==> src/rtl/axi_param_pkg.sv <==
`default_nettype none
// ============================================================================
// axi_param_pkg : register map constants for the multi-channel PS register block
// Revision      : 1.0
// ============================================================================
package axi_param_pkg;

  localparam int MAX_CH = 8;

  localparam logic [7:0] OFS_VERSION    = 8'h00;
  localparam logic [7:0] OFS_CTRL       = 8'h04;
  localparam logic [7:0] OFS_GPIO       = 8'h08;
  localparam logic [7:0] OFS_SYNC_TRIG  = 8'h0C;
  localparam logic [7:0] OFS_SYNC_WIDTH = 8'h10;
  localparam logic [7:0] OFS_STAT       = 8'h14;
  localparam logic [7:0] OFS_MASK       = 8'h18;
  localparam logic [7:0] OFS_DMA_BASE   = 8'h20;
  localparam logic [7:0] OFS_CNT_BASE   = 8'h40;

  function automatic logic [5:0] word_idx(input logic [7:0] ofs);
    return ofs[7:2];
  endfunction

endpackage
`default_nettype wire

==> src/rtl/sync_pulse_gen.sv <==
`default_nettype none
// ============================================================================
// sync_pulse_gen : one-shot pulse of programmable width; a retrigger restarts
//                  the count so the pulse is extended without a gap
// Revision       : 1.0
// ============================================================================
module sync_pulse_gen (
  input  logic       clk_i,
  input  logic       rst_ni,
  input  logic       trig_i,
  input  logic [7:0] width_i,
  output logic       pulse_o
);

  logic [7:0] cnt_q;

  // Width is captured at trigger time, later width changes leave a live pulse alone
  always_ff @(posedge clk_i or negedge rst_ni) begin
    if (!rst_ni) begin
      cnt_q <= 8'd0;
    end else if (trig_i) begin
      cnt_q <= (width_i == 8'd0) ? 8'd1 : width_i;
    end else if (cnt_q != 8'd0) begin
      cnt_q <= cnt_q - 8'd1;
    end
  end

  assign pulse_o = (cnt_q != 8'd0);

endmodule
`default_nettype wire

==> src/rtl/axi_param_ctrl_mc.sv <==
`default_nettype none
// ============================================================================
// axi_param_ctrl_mc : multi-channel PS register block (DMA lengths, sync pulses,
//                     tlast counters/status, IRQ, HP software reset, GPIO enable)
// Revision          : 1.0
// ============================================================================
module axi_param_ctrl_mc
  import axi_param_pkg::*;
#(
  parameter int          NUM_CH        = 4,
  parameter int          SW_RST_CYCLES = 16,
  parameter logic [31:0] VERSION       = 32'h2024_0704
) (
  input  logic                 axiclk,
  input  logic                 rst_n,
  input  logic [31:0]          S_AXI_WDATA_ext,
  input  logic [31:0]          axi_awaddr,
  input  logic [31:0]          axi_araddr,
  input  logic                 slv_reg_wren,
  input  logic                 slv_reg_rden,
  output logic [31:0]          S_AXI_RDATA_ext,
  output logic                 o_hp_sw_rst_n,
  output logic [NUM_CH-1:0]    o_SyncPulse,
  output logic [31:0]          o_GPIO_en,
  output logic [NUM_CH*32-1:0] o_DMA_len,
  input  logic [NUM_CH-1:0]    i_S_AXIS_tlast,
  output logic                 o_irq
);

  localparam logic [5:0] IDX_VERSION    = word_idx(OFS_VERSION);
  localparam logic [5:0] IDX_CTRL       = word_idx(OFS_CTRL);
  localparam logic [5:0] IDX_GPIO       = word_idx(OFS_GPIO);
  localparam logic [5:0] IDX_SYNC_TRIG  = word_idx(OFS_SYNC_TRIG);
  localparam logic [5:0] IDX_SYNC_WIDTH = word_idx(OFS_SYNC_WIDTH);
  localparam logic [5:0] IDX_STAT       = word_idx(OFS_STAT);
  localparam logic [5:0] IDX_MASK       = word_idx(OFS_MASK);
  localparam logic [5:0] IDX_DMA_BASE   = word_idx(OFS_DMA_BASE);
  localparam logic [5:0] IDX_CNT_BASE   = word_idx(OFS_CNT_BASE);
  localparam logic [2:0] GRP_DMA        = IDX_DMA_BASE[5:3];
  localparam logic [2:0] GRP_CNT        = IDX_CNT_BASE[5:3];
  localparam logic [7:0] SWRST_LOAD     = 8'(SW_RST_CYCLES);

  logic [5:0]        widx;
  logic [5:0]        ridx;
  logic [2:0]        wch;
  logic [2:0]        rch;
  logic              we_ctrl;
  logic              we_gpio;
  logic              we_trig;
  logic              we_width;
  logic              we_stat;
  logic              we_mask;
  logic              we_dma_grp;
  logic              we_cnt_grp;
  logic              unused_addr_bits;

  logic [31:0]       gpio_q;
  logic [7:0]        sync_width_q;
  logic [NUM_CH-1:0] stat_q;
  logic [NUM_CH-1:0] stat_d;
  logic [NUM_CH-1:0] mask_q;
  logic [NUM_CH-1:0] tlast_q;
  logic [NUM_CH-1:0] tlast_rise;
  logic [NUM_CH-1:0] w1c_bits;
  logic [NUM_CH-1:0] sync_trig;
  logic              irq_q;
  logic [7:0]        swrst_cnt_q;
  logic [31:0]       rdata_q;
  logic [31:0]       rd_word;
  logic [31:0]       dma_rd [MAX_CH];
  logic [31:0]       cnt_rd [MAX_CH];

  assign widx = axi_awaddr[7:2];
  assign ridx = axi_araddr[7:2];
  assign wch  = widx[2:0];
  assign rch  = ridx[2:0];

  assign unused_addr_bits = ^{axi_awaddr[31:8], axi_awaddr[1:0],
                              axi_araddr[31:8], axi_araddr[1:0]};

  assign we_ctrl    = slv_reg_wren && (widx == IDX_CTRL);
  assign we_gpio    = slv_reg_wren && (widx == IDX_GPIO);
  assign we_trig    = slv_reg_wren && (widx == IDX_SYNC_TRIG);
  assign we_width   = slv_reg_wren && (widx == IDX_SYNC_WIDTH);
  assign we_stat    = slv_reg_wren && (widx == IDX_STAT);
  assign we_mask    = slv_reg_wren && (widx == IDX_MASK);
  assign we_dma_grp = slv_reg_wren && (widx[5:3] == GRP_DMA);
  assign we_cnt_grp = slv_reg_wren && (widx[5:3] == GRP_CNT);

  assign sync_trig  = we_trig ? S_AXI_WDATA_ext[NUM_CH-1:0] : '0;
  assign w1c_bits   = we_stat ? S_AXI_WDATA_ext[NUM_CH-1:0] : '0;
  assign tlast_rise = i_S_AXIS_tlast & ~tlast_q;
  // A new event beats a simultaneous W1C on the same bit
  assign stat_d     = (stat_q & ~w1c_bits) | tlast_rise;

  always_ff @(posedge axiclk or negedge rst_n) begin
    if (!rst_n) begin
      gpio_q       <= '0;
      sync_width_q <= 8'd1;
      stat_q       <= '0;
      mask_q       <= '0;
      tlast_q      <= '0;
      irq_q        <= 1'b0;
      swrst_cnt_q  <= 8'd0;
      rdata_q      <= '0;
    end else begin
      tlast_q <= i_S_AXIS_tlast;
      stat_q  <= stat_d;
      irq_q   <= |(stat_q & mask_q);
      if (we_gpio)  gpio_q       <= S_AXI_WDATA_ext;
      if (we_width) sync_width_q <= S_AXI_WDATA_ext[7:0];
      if (we_mask)  mask_q       <= S_AXI_WDATA_ext[NUM_CH-1:0];
      if (we_ctrl && S_AXI_WDATA_ext[0]) begin
        swrst_cnt_q <= SWRST_LOAD;
      end else if (swrst_cnt_q != 8'd0) begin
        swrst_cnt_q <= swrst_cnt_q - 8'd1;
      end
      if (slv_reg_rden) rdata_q <= rd_word;
    end
  end

  for (genvar ch = 0; ch < NUM_CH; ch++) begin : g_ch
    logic [31:0] dma_q;
    logic [31:0] cnt_q;
    logic        dma_we;
    logic        cnt_clr;

    assign dma_we  = we_dma_grp && (wch == 3'(ch));
    assign cnt_clr = we_cnt_grp && (wch == 3'(ch));

    // Clearing in the same cycle as an event leaves the count at 1
    always_ff @(posedge axiclk or negedge rst_n) begin
      if (!rst_n) begin
        dma_q <= '0;
        cnt_q <= '0;
      end else begin
        if (dma_we) dma_q <= S_AXI_WDATA_ext;
        if (cnt_clr) begin
          cnt_q <= {31'd0, tlast_rise[ch]};
        end else if (tlast_rise[ch] && (cnt_q != 32'hFFFF_FFFF)) begin
          cnt_q <= cnt_q + 32'd1;
        end
      end
    end

    assign o_DMA_len[32*ch +: 32] = dma_q;
    assign dma_rd[ch]             = dma_q;
    assign cnt_rd[ch]             = cnt_q;

    sync_pulse_gen u_sync (
      .clk_i   (axiclk),
      .rst_ni  (rst_n),
      .trig_i  (sync_trig[ch]),
      .width_i (sync_width_q),
      .pulse_o (o_SyncPulse[ch])
    );
  end

  for (genvar ch = NUM_CH; ch < MAX_CH; ch++) begin : g_absent
    assign dma_rd[ch] = '0;
    assign cnt_rd[ch] = '0;
  end

  always_comb begin
    rd_word = '0;
    case (ridx)
      IDX_VERSION:    rd_word = VERSION;
      IDX_GPIO:       rd_word = gpio_q;
      IDX_SYNC_WIDTH: rd_word[7:0] = sync_width_q;
      IDX_STAT:       rd_word[NUM_CH-1:0] = stat_q;
      IDX_MASK:       rd_word[NUM_CH-1:0] = mask_q;
      default: begin
        if (ridx[5:3] == GRP_DMA) begin
          rd_word = dma_rd[rch];
        end else if (ridx[5:3] == GRP_CNT) begin
          rd_word = cnt_rd[rch];
        end
      end
    endcase
  end

  assign S_AXI_RDATA_ext = rdata_q;
  assign o_hp_sw_rst_n   = (swrst_cnt_q == 8'd0);
  assign o_GPIO_en       = gpio_q;
  assign o_irq           = irq_q;

endmodule
`default_nettype wire

==> config.mk <==
export PLATFORM = sky130hd
export DESIGN_NAME = axi_param_ctrl_mc
export DESIGN_NICKNAME = d
export VERILOG_FILES = /design/src/rtl/axi_param_pkg.sv /design/src/rtl/sync_pulse_gen.sv /design/src/rtl/axi_param_ctrl_mc.sv
export SDC_FILE = /design/constraint.sdc
export NUM_CORES = 1
export LEC_CHECK = 0
export ABC_AREA = 1
export CORE_ASPECT_RATIO = 0.7
export CORE_UTILIZATION = 35
export CTS_BUF_LIST = sky130_fd_sc_hd__clkbuf_8 sky130_fd_sc_hd__clkbuf_16
export DETAILED_ROUTE_END_ITERATION = 16
export PLACE_DENSITY = 0.53
export SLEW_MARGIN = 10
export SYNTH_ARGS = -nofsm -noshare
export SYNTH_HDL_FRONTEND = slang
export SYNTH_HIERARCHICAL = 1
export SYNTH_SLANG_ARGS = --single-unit
export TNS_END_PERCENT = 100
==> constraint.sdc <==
create_clock -name axiclk -period 2.5 [get_ports axiclk]
set_input_delay 0.25 -clock axiclk [delete_from_list [all_inputs] [get_ports axiclk]]
set_output_delay 0.25 -clock axiclk [all_outputs]
set_load 0.03 [all_outputs]
==> summary.txt <==
Setup path
  – Critical path arrival: 2760 ps
  – Cell family with most CP delay: simple AND/OR/NAND/NOR gates
  – Origin of the critical flop-to-flop path: g_ch[1].cnt_q[0]$_DFFE_PN0P_
  – Slowest-stage cell, CP: dfrtp_1
  – Buf/Inv on CP: 3
  – Critical-path maximum fanout: 18
  – Critical path origin: g_ch[1].cnt_q[0]$_DFFE_PN0P_
  – Critical Path, Cell by Cell: ha_1 > inv_1 > nor2_4 > nand2_2 > nor2_4 > nand2_1 > nand2_2 > nand2_4 > clkinv_2 > buf_4 > nand2_1 > nand2_1
  – Setup CP Type: reg -> reg
  – WP data required: 3050 ps
  – Maximum cell stage delay along the critical path: 490 ps
  – Setup crit end kind: register
  – Critical path's most frequent cell: nand2_1
  – Setup crit start kind: register

Global route
  – Total GRT Usage: 26.8%
  – Vias in the first global route: 20300
  – Global-route wire length before repair: 128000 um
  – Total gr overflow: 0
  – Initial antenna violation count: 1
  – Largest net degree at the start of global routing: 84

STA
  – Least-Margin Pin Slew: 884 ps
  – Fin. max-slew vios: 0
  – Worst slew margin: 41.0%
  – Slack of the critical path: 286 ps
  – Final Skew: 31.9 ps
  – Endpoints failing hold: 0
  – Min cycle time layout: 2210 ps
  – Final worst-path cycle share: 88.6%
  – Fmax: 452 MHz
  – Final setup vio count: 0
  – RSZ-0062 raised after global routing: false
  – Sum Neg Setup Slack: 0 ps

Power and ir drop
  – Pwr/cell area: 716 mW/mm2
  – Leakage Power: 12.7 nW
  – Psw: 6.82 mW
  – Max VDD drop: 0.831 mV
  – Pwr Total: 19.3 mW
  – Seq pwr share: 42.0%
  – Sw frac: 35.4%
  – Clock power frac: 33.0%
  – Internal cell power: 12.4 mW
  – Gate power share: 24.9%

Final layout
  – Layout cell share with drive strength beyond 1: 7.92%
  – Fillers: 6207
  – Layout net count: 3495
  – Synth-to-layout area growth: 24.1%

Synth
  – Cell with the most instances after synthesis: nand2_1
  – Yosys top cell area share: 43.9%
  – Syn Nets: 3222
  – Post-synth EDFFs: 0
  – Mapped cell area: 0.0217 mm2
  – Leading area contributor after synthesis: dfrtp_1
  – Top cells by area, synth: dfrtp_1 (44%), nand2_1 (22%), nor2_1 (6.0%), o21ai_0 (4.8%), inv_1 (3.9%)
  – Post-synth cell types: 43
  – Post-synth ARST share: 100%
  – Post-synth top cells: nand2_1 (1285), dfrtp_1 (380), nor2_1 (344), inv_1 (223), o21ai_0 (210)
  – Prevailing post-synth register cell: dfrtp_1
  – Warnings, synthesis: 6
  – Seq/Total Area, Yosys: 44.0%
  – Post-Synthesis Cells: 3104
  – Mapped Avg Cell Area: 6.99 um2
  – Seq cells post-synth: 381

Detailed routing
  – Remaining antenna violation count: 0
  – Remaining DRCs: 0
  – Total wire length: 84500 um
  – Vias per cell: 5.11
  – Vias post-DR: 21500
  – 1st-iter DRT viols: 1879
  – DRT Pass-1 Iters: 5
  – Per-cell routed wire length: 20.0 um

Floorplanning
  – Die H: 210 um
  – Initial Utilization: 35.8%
  – Die area: 0.0630 mm2
  – IO Count: 302
  – Rows: 75
  – Core Region: 0.0605 mm2
  – Die Wd: 300 um

Place
  – Setup WS pre-CTS: 148 ps
  – Final RePlAce weighted congestion: 0.951
  – DP HPWL: 62600 um
  – Port buffer count: 249

Clock network
  – CTS H-Tree Depth: 2
  – CTS clk-pin slew, worst paths: 60 ps
  – Num Clock Sinks: 381
  – Root Driver: clkbuf_16
  – CTS buffer count: 43
  – Post-CTS Setup Repair Bufs: 0
  – Bufs on Longest Clock Path: 3
  – CTS tree: done
  – Clk Latency, worst-skew pair: 610 ps

Worst hold path
  – Hold WC Path Type: in -> reg
  – Hold Crit Start: i_S_AXIS_tlast[3]

Run
  – Max Cap Viol: 0

Outcome
  – Status: completed
-- worst paths after layout --
check,to,slack (ps),depth (start not counted)
max,g_ch[1].cnt_q[13]$_DFFE_PN0P_,290,12
min,tlast_q[3]$_DFF_PN0_,140,1
max reg2reg,g_ch[1].cnt_q[13]$_DFFE_PN0P_,290,12
min reg2reg,S_AXI_RDATA_ext[19]$_DFFE_PN0P_,480,2
max in group asynchronous,g_ch[3].dma_q[20]$_DFFE_PN0P_,1480,3
min in group asynchronous,g_ch[3].u_sync/cnt_q[6]$_DFFE_PN0P_,180,2
-- through the flow --
step / cell area, um2 / utilization (%) / hold WS [ps] / instances
floorplan: 21700 / - / -45.6 / 3104
global placement: 25500 / 42.2 / 194 / 4139
detailed placement: 25500 / 42.2 / 202 / 4139
CTS: 26900 / 44.5 / 106 / 4215
global route: 26900 / 44.5 / 128 / 4215
finish: 26900 / 44.5 / 136 / 4216
-- state kept, by name (all words and copies together), names as in the netlist --
register           cells
stat_q                 4
g_ch.cnt_q           128
S_AXI_RDATA_ext       32
o_GPIO_en             32
o_irq                  1
g_ch.u_sync/cnt_q     32
sync_width_q           8
mask_q                 4
tlast_q                4
g_ch.dma_q           128
swrst_cnt_q            8
-- cells in the final DEF (no fill, tap or decap), drive strengths merged, types with 12 or more instances in the layout --
cell type / count
a21oi: 27
ha: 14
or2: 17
inv: 239
nand4: 111
nor2: 368
clkbuf: 50
clkinv: 19
xor2: 45
xnor2: 12
a22oi: 33
nand2: 1335
dfrtp: 380
o21ai: 229
clkdlybuf4s50: 243
nand3: 171
buf: 81
-- cells by family after synthesis --
logic type      Yosys count  synth area share, %
flops                   381                 44.0
simple gates           2019                 39.1
buf+inv                 337                 6.48
xor+xnor                 57                 2.30
fa+ha+maj                14                0.808
compound gates          296                 7.34
-- power by group through the flow --
stage	clock (mW)	combinational (mW)	sequential, mW
5_1_grt	6.75	5.33	8.21
3_3_place_gp	0	4.71	8.17
3_5_place_dp	0	4.82	8.17
2_1_floorplan	0	2.34	8.57
6_report	6.36	4.81	8.09
4_1_cts	6.53	4.83	8.08
-- layout make-up --
class | count | area, um2 | share of cell area (%)
Multi-Input combinational cell | 2386 | 10800 | 40.1
Sequential cell | 381 | 9540 | 35.4
Inverter | 235 | 898 | 3.34
Tap cell | 808 | 1010 | 3.76
Clock inverter | 26 | 218 | 0.809
Timing Repair Buffer | 330 | 3310 | 12.3
Antenna cell | 1 | 2.50 | 0.00930
Clock buffer | 49 | 1160 | 4.30
-- metal layers --
metal	wire, um	vias to the layer above	track usage, %	part of all wire, %
met3	6510	88	5.16	7.7
met2	34600	701	38.4	41
met5	0	-	0	0
met1	42000	10300	41.2	50
met4	1420	0	5.47	1.7
li1	-	10400	-	-
-- what timing repair did --
action,4_1_cts,5_1_grt
hold buffers,1,0
gates resized for setup,5,2
endpoints found under the hold margin,46,0
endpoints found under the setup margin,5,1
No activity file was read; power rests on OpenSTA's default activity.
